`src/rtl/alu_arbiter.sv`:
```
// alu_arbiter: two-requester round-robin front end for a single shared, externally attached ALU.
// Operands are latched on accept, and the result is held until the owning requester takes it.
module alu_arbiter #(
    parameter int REG_WIDTH  = 32,
    parameter int MUL_CYCLES = 3
) (
    input  logic                   clk,
    input  logic                   rst_n,
    input  logic [1:0]             req_valid,
    output logic [1:0]             req_ready,
    input  logic [7:0]             req_ctl,
    input  logic [2*REG_WIDTH-1:0] req_a,
    input  logic [2*REG_WIDTH-1:0] req_b,
    output logic [1:0]             rsp_valid,
    input  logic [1:0]             rsp_ready,
    output logic [REG_WIDTH-1:0]   rsp_data,
    output logic                   rsp_lt,
    output logic [3:0]             alu_ctl,
    output logic [REG_WIDTH-1:0]   alu_a,
    output logic [REG_WIDTH-1:0]   alu_b,
    input  logic [REG_WIDTH-1:0]   alu_out,
    input  logic                   alu_lt,
    output logic                   busy
);
    typedef enum logic [1:0] {IDLE, EXEC, RESP} state_t;

    localparam logic [3:0] MUL_OP   = 4'b1000;
    localparam logic [3:0] MUL_LAST = 4'(MUL_CYCLES - 1);

    state_t               state_q;
    logic                 ptr_q;
    logic                 owner_q;
    logic [3:0]           cnt_q;
    logic [3:0]           ctl_q;
    logic [REG_WIDTH-1:0] a_q;
    logic [REG_WIDTH-1:0] b_q;
    logic [REG_WIDTH-1:0] data_q;
    logic                 lt_q;

    logic [1:0]           grant;
    logic [3:0]           sel_ctl;
    logic [REG_WIDTH-1:0] sel_a;
    logic [REG_WIDTH-1:0] sel_b;

    // Contention is resolved by the pointer; a lone requester always wins.
    always_comb begin
        grant     = (req_valid == 2'b11) ? (ptr_q ? 2'b10 : 2'b01) : req_valid;
        req_ready = (state_q == IDLE) ? grant : 2'b00;
        sel_ctl   = req_ready[1] ? req_ctl[7:4] : req_ctl[3:0];
        sel_a     = req_ready[1] ? req_a[2*REG_WIDTH-1:REG_WIDTH] : req_a[REG_WIDTH-1:0];
        sel_b     = req_ready[1] ? req_b[2*REG_WIDTH-1:REG_WIDTH] : req_b[REG_WIDTH-1:0];
    end

    always_ff @(posedge clk or negedge rst_n) begin
        if (!rst_n) begin
            state_q <= IDLE;
            ptr_q   <= 1'b0;
            owner_q <= 1'b0;
            cnt_q   <= 4'd0;
            ctl_q   <= 4'd0;
            a_q     <= '0;
            b_q     <= '0;
            data_q  <= '0;
            lt_q    <= 1'b0;
        end else begin
            case (state_q)
                IDLE: if (|req_ready) begin
                    ctl_q   <= sel_ctl;
                    a_q     <= sel_a;
                    b_q     <= sel_b;
                    owner_q <= req_ready[1];
                    cnt_q   <= (sel_ctl == MUL_OP) ? MUL_LAST : 4'd0;
                    state_q <= EXEC;
                end
                EXEC: if (cnt_q == 4'd0) begin
                    data_q  <= alu_out;
                    lt_q    <= alu_lt;
                    state_q <= RESP;
                end else begin
                    cnt_q <= cnt_q - 4'd1;
                end
                RESP: if (rsp_ready[owner_q]) begin
                    ptr_q   <= ~owner_q;
                    state_q <= IDLE;
                end
                default: state_q <= IDLE;
            endcase
        end
    end

    assign rsp_valid = (state_q == RESP) ? (owner_q ? 2'b10 : 2'b01) : 2'b00;
    assign rsp_data  = data_q;
    assign rsp_lt    = lt_q;
    assign alu_ctl   = ctl_q;
    assign alu_a     = a_q;
    assign alu_b     = b_q;
    assign busy      = (state_q != IDLE);
endmodule
```
`config.mk`:
```
export PLATFORM = sky130hd
export DESIGN_NAME = alu_arbiter
export DESIGN_NICKNAME = d
export VERILOG_FILES = /design/src/rtl/alu_arbiter.sv
export SDC_FILE = /design/constraint.sdc
export NUM_CORES = 1
export LEC_CHECK = 0
export BUFFER_PORTS_ARGS = -buffer_cell sky130_fd_sc_hd__buf_2
export CORE_AREA = 2 2 110 112
export CTS_BUF_LIST = sky130_fd_sc_hd__clkbuf_8
export DETAILED_ROUTE_END_ITERATION = 16
export DIE_AREA = 0 0 112 114
export GPL_TIMING_DRIVEN = 0
export PLACE_DENSITY = 0.86
export REMOVE_ABC_BUFFERS = 1
export SYNTH_ARGS = -nofsm -noshare
export SYNTH_HDL_FRONTEND = slang
export SYNTH_SLANG_ARGS = --single-unit
```
`constraint.sdc`:
```
create_clock -name clk -period 2.3 [get_ports clk]
set_input_delay 0.23 -clock clk [delete_from_list [all_inputs] [get_ports clk]]
set_output_delay 0.23 -clock clk [all_outputs]
set_load 0.01 [all_outputs]
```
==> flow_summary.html <==
<table>
<tr><th>Metric</th><th>Value</th></tr>
<tr><th colspan="2">Status</th></tr>
<tr><td>Run status</td><td>finished, final reports clean</td></tr>
<tr><th colspan="2">Routing</th></tr>
<tr><td>Via-per-instance ratio</td><td>around 4.8</td></tr>
<tr><td>Antenna viol nets, final</td><td>0</td></tr>
<tr><td># DRC</td><td>0</td></tr>
<tr><td>Vias</td><td>4025</td></tr>
<tr><td>Post-detailed-route wirelength per cell</td><td>14.48 um</td></tr>
<tr><td>Wirelength, routed</td><td>12.18 mm</td></tr>
<tr><td>Detailed Routing Iterations Pass 1</td><td>4</td></tr>
<tr><td>First-iteration detailed-routing DRC count</td><td>just over 100</td></tr>
<tr><th colspan="2">Layout</th></tr>
<tr><td>Finished Core Util</td><td>slightly below 60%</td></tr>
<tr><td>Final Cell Area</td><td>6755 sq um</td></tr>
<tr><td>Share of layout cells above drive strength 1</td><td>49.06%</td></tr>
<tr><td>Area added between synthesis and finish</td><td>35.65%</td></tr>
<tr><td>Non-filler cells in the finished layout</td><td>841</td></tr>
<tr><td>Fillers</td><td>1001</td></tr>
<tr><td>Fin nets</td><td>865</td></tr>
<tr><th colspan="2">GRT</th></tr>
<tr><td>Global-route wire length before repair</td><td>18.65 mm</td></tr>
<tr><td>Total congestion overflow after global routing</td><td>0</td></tr>
<tr><td>Initial antenna violation count</td><td>1</td></tr>
<tr><td>Largest net degree at the start of global routing</td><td>58</td></tr>
<tr><td>Number of global-route vias before repair</td><td>slightly below 4k</td></tr>
<tr><td>Overall fraction of global-route tracks in use</td><td>18.47%</td></tr>
<tr><th colspan="2">Setup path</th></tr>
<tr><td>Maximum fanout along the worst path</td><td>45</td></tr>
<tr><td>Type of destination of the critical path</td><td>flop</td></tr>
<tr><td>Data required time of the critical path</td><td>2.58 ns</td></tr>
<tr><td>Critical path startpoint</td><td>state_q[1]</td></tr>
<tr><td>Endpoint of the worst-slack reg-to-reg timing path</td><td>alu_a[4]</td></tr>
<tr><td>Crit Reg-Reg Startpoint</td><td>state_q[1]</td></tr>
<tr><td>Crit path to</td><td>alu_a[4]</td></tr>
<tr><td>Minimum setup slack among reg-to-reg paths</td><td>between 0.2 and 0.25 ns</td></tr>
<tr><td>Data arrival at the endpoint of the critical path</td><td>2.35 ns</td></tr>
<tr><td>Crit Path Class</td><td>flop to flop</td></tr>
<tr><td>Logic depth of the worst register-to-register path</td><td>7</td></tr>
<tr><td>Critical path launch point type</td><td>flop</td></tr>
<tr><th colspan="2">Min path</th></tr>
<tr><td>Instance count along the most critical hold path</td><td>2</td></tr>
<tr><td>Kind of path behind the tightest hold check</td><td>input port to flop</td></tr>
<tr><th colspan="2">Clock network</th></tr>
<tr><td>H-tree level count</td><td>3</td></tr>
<tr><td>Number of clock buffers inserted by TritonCTS</td><td>9</td></tr>
<tr><td>Clk Tree Root Cell</td><td>clkbuf_8</td></tr>
<tr><td>Clk_lat worst skew</td><td>between 0.3 and 0.4 ns</td></tr>
<tr><td>CTS resizes</td><td>0</td></tr>
<tr><td>Maximum count of clock buffers along a single path</td><td>2</td></tr>
<tr><td>TritonCTS clock tree</td><td>yes</td></tr>
<tr><td># clock sinks</td><td>about 110</td></tr>
<tr><td>Clock transition at the registers of the reported paths</td><td>0.10 ns</td></tr>
<tr><th colspan="2">Placed design</th></tr>
<tr><td>Post-DP HPWL</td><td>9.563 mm</td></tr>
<tr><td>Total instance count after detailed placement</td><td>823</td></tr>
<tr><td>Dpl cell area</td><td>around 6500 sq um</td></tr>
<tr><td>Number of buffer cells added on primary ports</td><td>280</td></tr>
<tr><td>GPL Wtd Cong</td><td>0.8152</td></tr>
<tr><th colspan="2">Yosys</th></tr>
<tr><td>Number of distinct library cell variants in the gate-level netlist after synthesis</td><td>28</td></tr>
<tr><td>Top_reg_cell synth</td><td>dfrtp_1</td></tr>
<tr><td>Post-synth top area cell</td><td>dfrtp_1</td></tr>
<tr><td>Average cell area after synthesis</td><td>11.94 sq um</td></tr>
<tr><td>Number of cells produced by synthesis</td><td>approximately 420</td></tr>
<tr><td>Count of flip-flops with a built-in enable after synthesis</td><td>0</td></tr>
<tr><td>Cell types with the largest area share after synthesis</td><td>dfrtp_1, mux2i_1, mux2_4</td></tr>
<tr><td>Number of synthesized register bits</td><td>~110</td></tr>
<tr><td>Sequential element share of the synthesized area</td><td>between 50% and 60%</td></tr>
<tr><td>Area share of the largest cell type after synthesis</td><td>54.77%</td></tr>
<tr><td>Yosys Warn Count</td><td>0</td></tr>
<tr><td>Synthesized cell area</td><td>4980 sq um</td></tr>
<tr><td>Share of synthesized flip-flops with an asynchronous set or reset</td><td>100.0%</td></tr>
<tr><th colspan="2">Floorplan</th></tr>
<tr><td>Die height</td><td>114 um</td></tr>
<tr><td>Cell row count</td><td>40</td></tr>
<tr><td>Io pins</td><td>roughly 280</td></tr>
<tr><td>Starting utilization of the core area</td><td>42.52%</td></tr>
<tr><td>Core footprint</td><td>around 12000 sq um</td></tr>
<tr><td>Die width</td><td>112 um</td></tr>
<tr><td>Die area</td><td>12770 sq um</td></tr>
<tr><th colspan="2">STA</th></tr>
<tr><td>Post-route clock skew</td><td>0.007085 ns</td></tr>
<tr><td>Maximum clock rate</td><td>0.4820 GHz</td></tr>
<tr><td>Final number of setup-violating endpoints</td><td>0</td></tr>
<tr><td>Ratio of final minimum period to clock period</td><td>90.20%</td></tr>
<tr><td>Number of slew-limit violations in the final report</td><td>0</td></tr>
<tr><td>Rel. slew slack</td><td>50.58%</td></tr>
<tr><td>Setup TNS Final</td><td>0 ns</td></tr>
<tr><td>Final period demand of the worst path</td><td>2.075 ns</td></tr>
<tr><td>RSZ-0062 raised after global routing</td><td>false</td></tr>
<tr><td>Worst hold slack</td><td>0.09462 ns</td></tr>
<tr><td>Worst Max-Slew Pin Slew</td><td>0.7413 ns</td></tr>
<tr><td>Total count of hold-check failures in the final report</td><td>0</td></tr>
<tr><th colspan="2">Job</th></tr>
<tr><td>Maximum Capacitance Violations</td><td>0</td></tr>
<tr><th colspan="2">Pwr</th></tr>
<tr><td>Pwr/cell area</td><td>1386 nW/um^2</td></tr>
<tr><td>Worst supply voltage drop on vdd</td><td>0.0008058 V</td></tr>
<tr><td>Leakage</td><td>around 0.0037 uW</td></tr>
</table>
## layout by cell type, fill, tap and decap left out
master / count
xor2_1: 2
nor2b_1: 1
and3_1: 1
clkinv_2: 2
nand2b_1: 2
a21oi_1: 70
buf_2: 279
nor2_1: 74
mux2_2: 5
or3b_1: 1
buf_16: 3
bufinv_16: 3
diode_2: 1
ha_1: 2
nand3_4: 2
mux2i_1: 70
o2bb2ai_1: 1
nor4b_1: 2
mux2_4: 29
nor2_4: 1
nor3_1: 1
buf_12: 2
inv_2: 1
clkbuf_8: 10
o21ai_0: 4
and2_1: 1
nand3_1: 3
dfrtp_1: 109
inv_1: 3
nand2_1: 5
inv_6: 1
dlygate4sd3_1: 1
and2b_2: 1
buf_4: 1
## flip-flops by register name, summed over array words and instances (netlist names)
register  count
alu_a        32
alu_b        32
rsp_data     32
alu_ctl       4
cnt_q         4
state_q       2
owner_q       1
ptr_q         1
rsp_lt        1
## report_power, final
| group | total (uW) | leakage [uW] | switching, uW | internal [uW] |
|---|---|---|---|---|
| sequential | 3390 | 0.00123 | 502 | 2880 |
| clock | 1390 | 0.000127 | 636 | 754 |
| combinational | 4580 | 0.00236 | 2370 | 2210 |
| total | 9360 | 0.00372 | 3510 | 5850 |
## cell type report
cell class / instances / area, sq um / area share [%]
tap: 147 / 183.9 / 2.723
clock buffer: 10 / 137.6 / 2.037
antenna: 1 / 2.502 / 0.03704
timing repair buffer: 286 / 1536 / 22.74
multi-input combinational: 278 / 2043 / 30.25
sequential: 109 / 2728 / 40.38
inverter: 4 / 15.01 / 0.2223
clock inverter: 6 / 108.9 / 1.611
## worst max-delay path: stages, from the launching register on
cell and delay (ns):
dfrtp_1 0.41, nor2_1 0.28, inv_2 0.11, nor2_4 0.48
buf_12 0.29, buf_12 0.22, nor2_1 0.06, a21oi_1 0.13
## cell usage after synthesis, drive strengths merged (4+ instances only)
| cell | instances |
|---|---|
| dfrtp | 109 |
| nor2 | 75 |
| a21oi | 70 |
| mux2i | 70 |
| mux2 | 34 |
| buf | 25 |
| nand2 | 5 |
| nand3 | 5 |
| inv | 4 |
| o21ai | 4 |
## kinds of logic (layout without fill, tap and decap cells)
family / count (synthesis) / after routing / synth area share [%]
XOR/XNOR: 2 / 2 / 0.3518
multiplexers: 104 / 104 / 23.94
AND/OR/NAND/NOR: 95 / 95 / 8.367
flip-flops: 109 / 109 / 54.77
buffers and inverters: 30 / 306 / 4.447
other: 0 / 1 / 0
adder cells (fa/ha/maj): 2 / 2 / 0.5024
AO/OA/AOI/OAI: 75 / 75 / 7.613
## metal layers
metal | global-route usage, % | routed length, um
met2 | 33.78 | 6311
met1 | 21.12 | 4811
met5 | 0 | 0
met3 | 4.304 | 900
met4 | 6.911 | 154
## per-stage QoR
stage / worst slack, ns / total power, uW
final: 0.2255 / 9360
after global routing: 0.01650 / 10030
after CTS: 0.1763 / 9481
after detailed placement: 0.2031 / 8079
after global placement: -2.926 / 7820
after floorplan: -1.557 / 6394
## how the worst min path moves through the flow
stage / start / endpoint / slack [ns]
after global routing: alu_out[19] / rsp_data[19] / 0.06
after detailed placement: rst_n / rsp_data[0] / 0.35
final: alu_out[19] / rsp_data[19] / 0.09
after floorplan: rst_n / alu_a[0] / -0.07
after global placement: alu_out[13] / rsp_data[13] / 0.46
after CTS: alu_out[19] / rsp_data[19] / 0.07
## repair_timing
item | 4_1_cts | 5_1_grt
setup buffers | 0 | 0
setup endpoints to repair | 0 | 0
hold buffers | 1 | 0
hold endpoints to repair | 56 | 0
(Power assumes the default switching activity.)
